[src/rtl/ring_reader.sv]
// Read sequencer for a circular RAM buffer, feeding a 3-entry valid/ready output queue.
// Read credit counts buffered plus in-flight words, so out_ready never reaches rd_en combinationally.
module ring_reader #(
  parameter int ADDR_WIDTH = 3,
  parameter int ADDR_LAST  = 7,
  parameter int DATA_WIDTH = 8
) (
  input  logic                  clk,
  input  logic                  reset,
  input  logic                  wr_en,
  output logic                  rd_en,
  output logic [ADDR_WIDTH-1:0] rd_addr,
  input  logic [DATA_WIDTH-1:0] ram_rdata,
  output logic [DATA_WIDTH-1:0] out_data,
  output logic                  out_valid,
  input  logic                  out_ready,
  output logic [ADDR_WIDTH:0]   level,
  output logic                  empty,
  output logic                  overflow
);

  localparam logic [ADDR_WIDTH-1:0] LAST_ADDR = ADDR_WIDTH'(ADDR_LAST);
  localparam logic [ADDR_WIDTH:0]   CAPACITY  = (ADDR_WIDTH+1)'(ADDR_LAST + 1);

  logic [ADDR_WIDTH:0]   level_q, level_d;
  logic [ADDR_WIDTH-1:0] rd_addr_q, rd_addr_d;
  logic                  rd_pending_q, rd_pending_d;
  logic                  overflow_q, overflow_d;
  logic [1:0]            buf_count_q, buf_count_d;
  logic [1:0]            head_q, head_d;
  logic [1:0]            tail_q, tail_d;
  logic [DATA_WIDTH-1:0] buf_mem_q [3];
  logic [DATA_WIDTH-1:0] buf_mem_d [3];
  logic                  push;
  logic                  pop;

  function automatic logic [1:0] next_idx(input logic [1:0] idx);
    return (idx == 2'd2) ? 2'd0 : idx + 2'd1;
  endfunction

  // A read is only issued when its word is guaranteed a buffer slot on arrival.
  assign rd_en     = (level_q != '0) &&
                     (({1'b0, buf_count_q} + {2'b00, rd_pending_q}) < 3'd3);
  assign push      = rd_pending_q;
  assign out_valid = (buf_count_q != 2'd0);
  assign pop       = out_valid && out_ready;

  assign rd_addr  = rd_addr_q;
  assign level    = level_q;
  assign empty    = (level_q == '0);
  assign overflow = overflow_q;
  assign out_data = out_valid ? buf_mem_q[head_q] : '0;

  always_comb begin
    level_d      = level_q;
    rd_addr_d    = rd_addr_q;
    rd_pending_d = rd_en;
    overflow_d   = overflow_q;
    buf_count_d  = buf_count_q;
    head_d       = head_q;
    tail_d       = tail_q;
    buf_mem_d    = buf_mem_q;

    if (rd_en) begin
      rd_addr_d = (rd_addr_q == LAST_ADDR) ? '0 : rd_addr_q + 1'b1;
    end

    if (wr_en && !rd_en) begin
      if (level_q == CAPACITY) begin
        overflow_d = 1'b1;
      end else begin
        level_d = level_q + 1'b1;
      end
    end else if (!wr_en && rd_en) begin
      level_d = level_q - 1'b1;
    end

    if (push) begin
      buf_mem_d[tail_q] = ram_rdata;
      tail_d            = next_idx(tail_q);
    end
    if (pop) begin
      head_d = next_idx(head_q);
    end
    case ({push, pop})
      2'b10:   buf_count_d = buf_count_q + 2'd1;
      2'b01:   buf_count_d = buf_count_q - 2'd1;
      default: buf_count_d = buf_count_q;
    endcase
  end

  // Clearing rd_pending drops any word still in flight from the RAM.
  always_ff @(posedge clk) begin
    if (reset) begin
      level_q      <= '0;
      rd_addr_q    <= '0;
      rd_pending_q <= 1'b0;
      overflow_q   <= 1'b0;
      buf_count_q  <= 2'd0;
      head_q       <= 2'd0;
      tail_q       <= 2'd0;
      buf_mem_q    <= '{default: '0};
    end else begin
      level_q      <= level_d;
      rd_addr_q    <= rd_addr_d;
      rd_pending_q <= rd_pending_d;
      overflow_q   <= overflow_d;
      buf_count_q  <= buf_count_d;
      head_q       <= head_d;
      tail_q       <= tail_d;
      buf_mem_q    <= buf_mem_d;
    end
  end

endmodule
[config.mk]
export PLATFORM = sky130hd
export DESIGN_NAME = ring_reader
export DESIGN_NICKNAME = d
export VERILOG_FILES = /design/src/rtl/ring_reader.sv
export SDC_FILE = /design/constraint.sdc
export NUM_CORES = 1
export LEC_CHECK = 0
export CAP_MARGIN = 20
export CORE_ASPECT_RATIO = 0.6
export CORE_MARGIN = 4
export CORE_UTILIZATION = 53
export CTS_CLUSTER_DIAMETER = 40
export DETAILED_ROUTE_END_ITERATION = 8
export PLACE_DENSITY = 0.79
export SLEW_MARGIN = 20
export SYNTH_ARGS = -nofsm -noshare
export SYNTH_HDL_FRONTEND = slang
export SYNTH_SLANG_ARGS = --single-unit
[constraint.sdc]
create_clock -name clk -period 2.95 [get_ports clk]
set_input_delay 0.59 -clock clk [delete_from_list [all_inputs] [get_ports clk]]
set_output_delay 0.59 -clock clk [all_outputs]
set_load 0.03 [all_outputs]
# Yosys cells after proc, flatten, opt, wreduce, memory -nomap -nowiden
# Index checks and enable logic that the tools add are counted.
dict set report word_totals {
  output_inout_bits 19
  input_bits 12
  reg_bits 39
  word_cells 59
}
dict set report op_classes {
  n_mux 14
  n_reduce_logical 14
  order_cmp 4
  n_eq_ne 7
  addsub 8
  bitwise_logic 2
}
# op count
set ops {}
lappend ops {{2-to-1 mux 8 bit} 4}
lappend ops {{bitwise mux 24 bit} 1}
lappend ops {{binary-select mux 8 bit (select 2 bit)} 1}
lappend ops {{demux 8 bit (select 2 bit)} 1}
lappend ops {{2-to-1 mux 4 bit} 3}
lappend ops {{adder 2 x 1 -> 2 bit, second input constant} 3}
lappend ops {{== test 2 bit, second input constant} 3}
lappend ops {{greater-or-equal comparator 3 bit, second input constant} 2}
lappend ops {{NOT 2 -> 3 bit} 2}
lappend ops {{nonzero test 2 bit} 3}
lappend ops {{logical AND 1 bit} 5}
lappend ops {{adder 4 x 1 -> 4 bit, second input constant} 1}
lappend ops {{== test 4 bit, second input constant} 1}
lappend ops {{zero test 4 bit} 1}
lappend ops {{2-to-1 mux 2 bit} 2}
lappend ops {{one-hot mux 2 bit (2 select lines)} 1}
lappend ops {{AND reduction 2 bit} 2}
lappend ops {{nonzero test 4 bit} 1}
lappend ops {{subtractor 4 x 1 -> 4 bit, second input constant} 1}
lappend ops {{adder 2 x 1 -> 3 bit} 1}
lappend ops {{adder 3 x 1 -> 3 bit, second input constant} 1}
lappend ops {{== test 3 bit, second input constant} 1}
lappend ops {{less-than comparator 3 x 1 -> 1 bit, second input constant} 1}
lappend ops {{less-than comparator 3 x 2 -> 1 bit, second input constant} 1}
lappend ops {{5 further kinds} 6}

# Depth between registers and ports, before layout
dict set report logic_depth {
  word_depth 7
  mapped_depth 10
  ltp_nobuf 10
}

# Worst setup path before layout
# OpenSTA, ideal clock, no wires.
dict set report synth_timing {
  path_type {reg-to-reg}
  start {register level_q[1] (netlist: level[1])}
  end {register level_q[3] (netlist: level[3])}
  stages_incl_launch_ff 10
  slack_ns 0.438
  setup_time_ns 0.074
  t_arrival_ns 2.438
  required_time_ns 2.876
  synth_period_minus_slack_ns 2.512
  path_buffers 1
  cell_sequence {dfxtp_1 or3_1 buf_6 o21ai_4 nand2_1 ha_1 a21oi_1 nand2_1 or4_1 a31oi_1}
}
dict set report synth_between {
  elab_chain_len 6
  word_cells_on_any_way 14
  classes_between {add/sub (2); eq/ne (2); mux (3); reduce/logical (7)}
}
# item line_no
set synth_rtl {}
lappend synth_rtl {{start: declaration} 25} ;# logic [ADDR_WIDTH:0] level_q, level_d;
lappend synth_rtl {{start signal: assignment} 104} ;# level_q <= level_d;
lappend synth_rtl {{branches (longest 6 deep; another with subtractor 4 x 1 -> 4 bit)} -}
# Several ways; the timed one is not identified. The select of a mux whose other input is x is not followed.
# A chain may end at the register's enable or synchronous reset.

# Final worst setup path
dict set report layout_timing {
  start {register head_q[0]}
  end {output port out_data[4]}
}
dict set report layout_between {
  elab_chain_len 5
}
# item line_no
set layout_rtl {}
lappend layout_rtl {{start: declaration} 30} ;# logic [1:0] head_q, head_d;
lappend layout_rtl {{start signal: assignment} 100} ;# head_q <= 2'd0;
lappend layout_rtl {{start signal: assignment} 109} ;# head_q <= head_d;
lappend layout_rtl {{NOT 2 -> 3 bit (implied by the code)} 52} ;# assign out_data = out_valid ? buf_mem_q[head_q] : '0;
lappend layout_rtl {{binary-select mux 8 bit (select 2 bit)} 52}
lappend layout_rtl {{2-to-1 mux 8 bit (implied by the code) (2 in a row)} 52}
lappend layout_rtl {{2-to-1 mux 8 bit} 52}
lappend layout_rtl {{end: declaration} 14} ;# output logic [DATA_WIDTH-1:0] out_data,
# Every way passes these cells. The select of a mux whose other input is x is not followed.

==> flow_summary.json <==
{
  "outcome": "finished, final reports clean",
  "final_core_utilization_pct": 71.55,
  "crit_path_cells": "buf_4 > mux2i_1 > nor2_1 > a21oi_1 > nor2_1 > clkdlybuf4s50_1",
  "cts_setup_buffers": 0,
  "floorplan.io_pins": 31,
  "groute.layer.met2.usage_pct": 26.50,
  "grt_start_max_net_pins": 23,
  "timing.max_slew.rel_slack_pct": 56.24,
  "groute.layer.met3.usage_pct": 5.917,
  "cts_buf_count": 5,
  "p_leak_uw": 0.001083,
  "cts_tree": "built",
  "kind_of_cell_adding_the_most_delay_to_the_critical_path": "buffers and inverters",
  "worst_setup_path_start": "head_q[0]",
  "achievable-frequency_mhz": 372.7,
  "vias": 1685,
  "clock-skew-final_ns": 0.002674,
  "yosysWarnings": 0,
  "worst-r2r-setup-slack_ns": 0.30,
  "num_rows": 16,
  "critPathSlowestCell": "clkdlybuf4s50_1",
  "hold_startpoint": "rd_addr[1]",
  "synth.yosys.seq_area_share_pct": 38.95,
  "critical_path.startpoint_type": "register",
  "rsz0062_at_grt": "no",
  "drt_pass1_iterations": 4,
  "timing.final.hold_violations": 0,
  "ant_nets": 0,
  "coreArea_mm2": 0.003443,
  "design.die.area_mm2": 0.004862,
  "report.final.setup_viol": 0,
  "worst-r2r-cell-count": 8,
  "yosysUniqueCellTypes": 36,
  "final_nets": 280,
  "cts_max_path_buffers": 2,
  "hold-path-endpoint": "rd_addr[1]",
  "first_global_vias": 1559,
  "htree_num_levels": 2,
  "final_weighted_congestion_in_routability_driven_placement": 0.8833,
  "die_width_um": 87.39,
  "worstReg2RegEnd": "level[3]",
  "vdd_drop_max_mv": 0.6017,
  "die_y_um": 55.64,
  "worstPathBufferInverterCount": 2,
  "detailedPlacementHpwl_um": 3282,
  "cts.clk_slew.worst_paths_ns": 0.08,
  "port_buffers": 30,
  "groute.usage.overall_pct": 19.90,
  "worst-path-max-fanout": 7,
  "number_of_gates_given_a_new_drive_strength_after_cts": 0,
  "total_power_uw": 2462,
  "synth_top_flop_cell": "dfxtp_1",
  "syn-mean-instance-area_um2": 8.830,
  "dpl_cell_area_mm2": 0.002349,
  "globalRouteOverflowTotal": 0,
  "hold_path_depth": 2,
  "max_slew.worst_pin.slew_ns": 0.6540,
  "synth_async_sr_flop_share_pct": 0,
  "fin_hold_ws_ns": 0.4841,
  "post_route_cells_drive_above_1_share_pct": 8.812,
  "grt_pass1_wl_um": 7700,
  "critical_path_capture_point_type": "output pin",
  "synth_seq_cells": 39,
  "post-route-cell-area_mm2": 0.002464,
  "antenna_found_initial": 0,
  "maxSlewViolCount": 0,
  "worstPathRequired_ns": 2.36,
  "average_wire_length_per_cell_after_detail_routing_um": 14.58,
  "cp_common_cell": "nor2_1",
  "layout_common_cells": "nor2_1 (51), dfxtp_1 (39), mux2i_1 (32), clkdlybuf4s50_1 (29), a21oi_1 (21)",
  "pwr_density_cell_mw_per_mm2": 999.5,
  "final.fill_count": 276,
  "post-route-period-util_pct": 90.96,
  "vias_per_cell": 5.507,
  "timing.critical_path.arrival_ns": 2.09,
  "global_route.usage.met1_pct": 30.83,
  "fin_crit_ns": 2.683,
  "post_cts_hold_buffer_count": 0,
  "grt_busiest_layer": "met1",
  "synthesis.instances": 227,
  "routed_wl_um": 4463,
  "cts.sinks": 39,
  "clk-insertion-delay-late_ns": 0.29,
  "timing.rr.start": "level[1]",
  "root_buffer": "clkbuf_8",
  "post_synth_instance_area_mm2": 0.002004,
  "hold_path.class": "reg -> reg",
  "drv.max_cap_violation_count": 0,
  "dr.first_iter.drc_count": 63,
  "initial_core_util_pct": 58.21,
  "path_class": "reg -> out",
  "syn-num-nets": 247,
  "critical_path_max_stage_delay_ns": 0.62,
  "setup_total_negative_slack_ns": 0,
  "num_antenna_cells": 0,
  "layout-area-overhead-vs-synth_pct": 22.91,
  "number_of_flops_mapped_to_enable_cells_by_yosys": 0,
  "drc": 0,
  "mostFrequentLayoutCell": "nor2_1"
}
## tightest hold or removal path, delay by kind of cell, from the launching register on
family / cells / cell delay (ns)
flip-flops: 1 / 0.33
AO/OA/AOI/OAI: 1 / 0.05
AND/OR/NAND/NOR: 1 / 0.06
## layer usage
layer  up-vias  part of all wire (%)
li1        857                     -
met1       778                    52
met2        46                    40
met3         4                   6.6
met4         0                  0.85
met5         -                     0
## where the power goes
group	switching, µW	internal [µW]	leakage (µW)	total (µW)
registers	112	638	0.000318	750
clock network	199	252	0.0000581	451
logic	724	537	0.000707	1260
total	1040	1430	0.00108	2460
## how the worst max path moves through the flow
stage / slack, ns / cells past startpoint / to
floorplan: 0.44 / 9 / level[3]
global placement: 0.42 / 8 / level[3]
detailed placement: 0.35 / 8 / level[3]
CTS: 0.07 / 6 / rd_en
global route: 0.12 / 6 / out_data[4]
finish: 0.27 / 6 / out_data[4]
## cell type report
cell class                 count  area, µm²  share of cell area (%)
clock buffer                   5      68.82                   2.793
clock inverter                 3      43.79                   1.778
sequential                    39      780.7                   31.69
inverter                       6      22.52                  0.9142
tap                           45      56.30                   2.285
multi-input combinational    168       1114                   45.20
timing repair buffer          40      377.9                   15.34
## cell families after synthesis
| group | Yosys count | synth area share, % |
|---|---|---|
| AO/OA/AOI/OAI | 40 | 12.67 |
| buffers and inverters | 20 | 5.493 |
| AND/OR/NAND/NOR | 83 | 18.41 |
| XOR/XNOR | 5 | 3.122 |
| multiplexers | 32 | 15.98 |
| adder cells (fa/ha/maj) | 8 | 5.368 |
| flip-flops | 39 | 38.95 |
## stage by stage
stage,cells,setup WS (ns)
2_1_floorplan,227,0.4379
3_5_place_dp,298,0.3479
5_1_grt,306,0.1174
6_report,306,0.2668
4_1_cts,306,0.06520
3_3_place_gp,298,0.4230
## synth_stat cells (2+ instances only)
master	instances	area share, %
nor2_1	51	9.6
inv_1	6	1.1
or3_1	4	1.2
buf_6	3	1.7
o21ai_0	6	1.5
buf_4	2	0.75
clkbuf_1	5	0.94
dfxtp_1	39	39
nor4_1	2	0.62
or4_1	2	0.75
ha_1	7	4.4
nor3_1	7	1.7
buf_2	4	1.0
a31oi_1	3	0.94
o311ai_0	2	0.87
nand2_1	8	1.5
nand3b_1	3	1.1
xnor2_1	3	1.3
mux2i_1	32	16
nand2b_1	2	0.62
a21oi_1	21	5.2
## sequential cells by signal, summed over array words and instances, names as in the netlist
signal,flops
head_q,2
tail_q,2
overflow,1
rd_addr,3
buf_mem_q,24
buf_count_q,2
push,1
level,4
(Power assumes the default switching activity.)
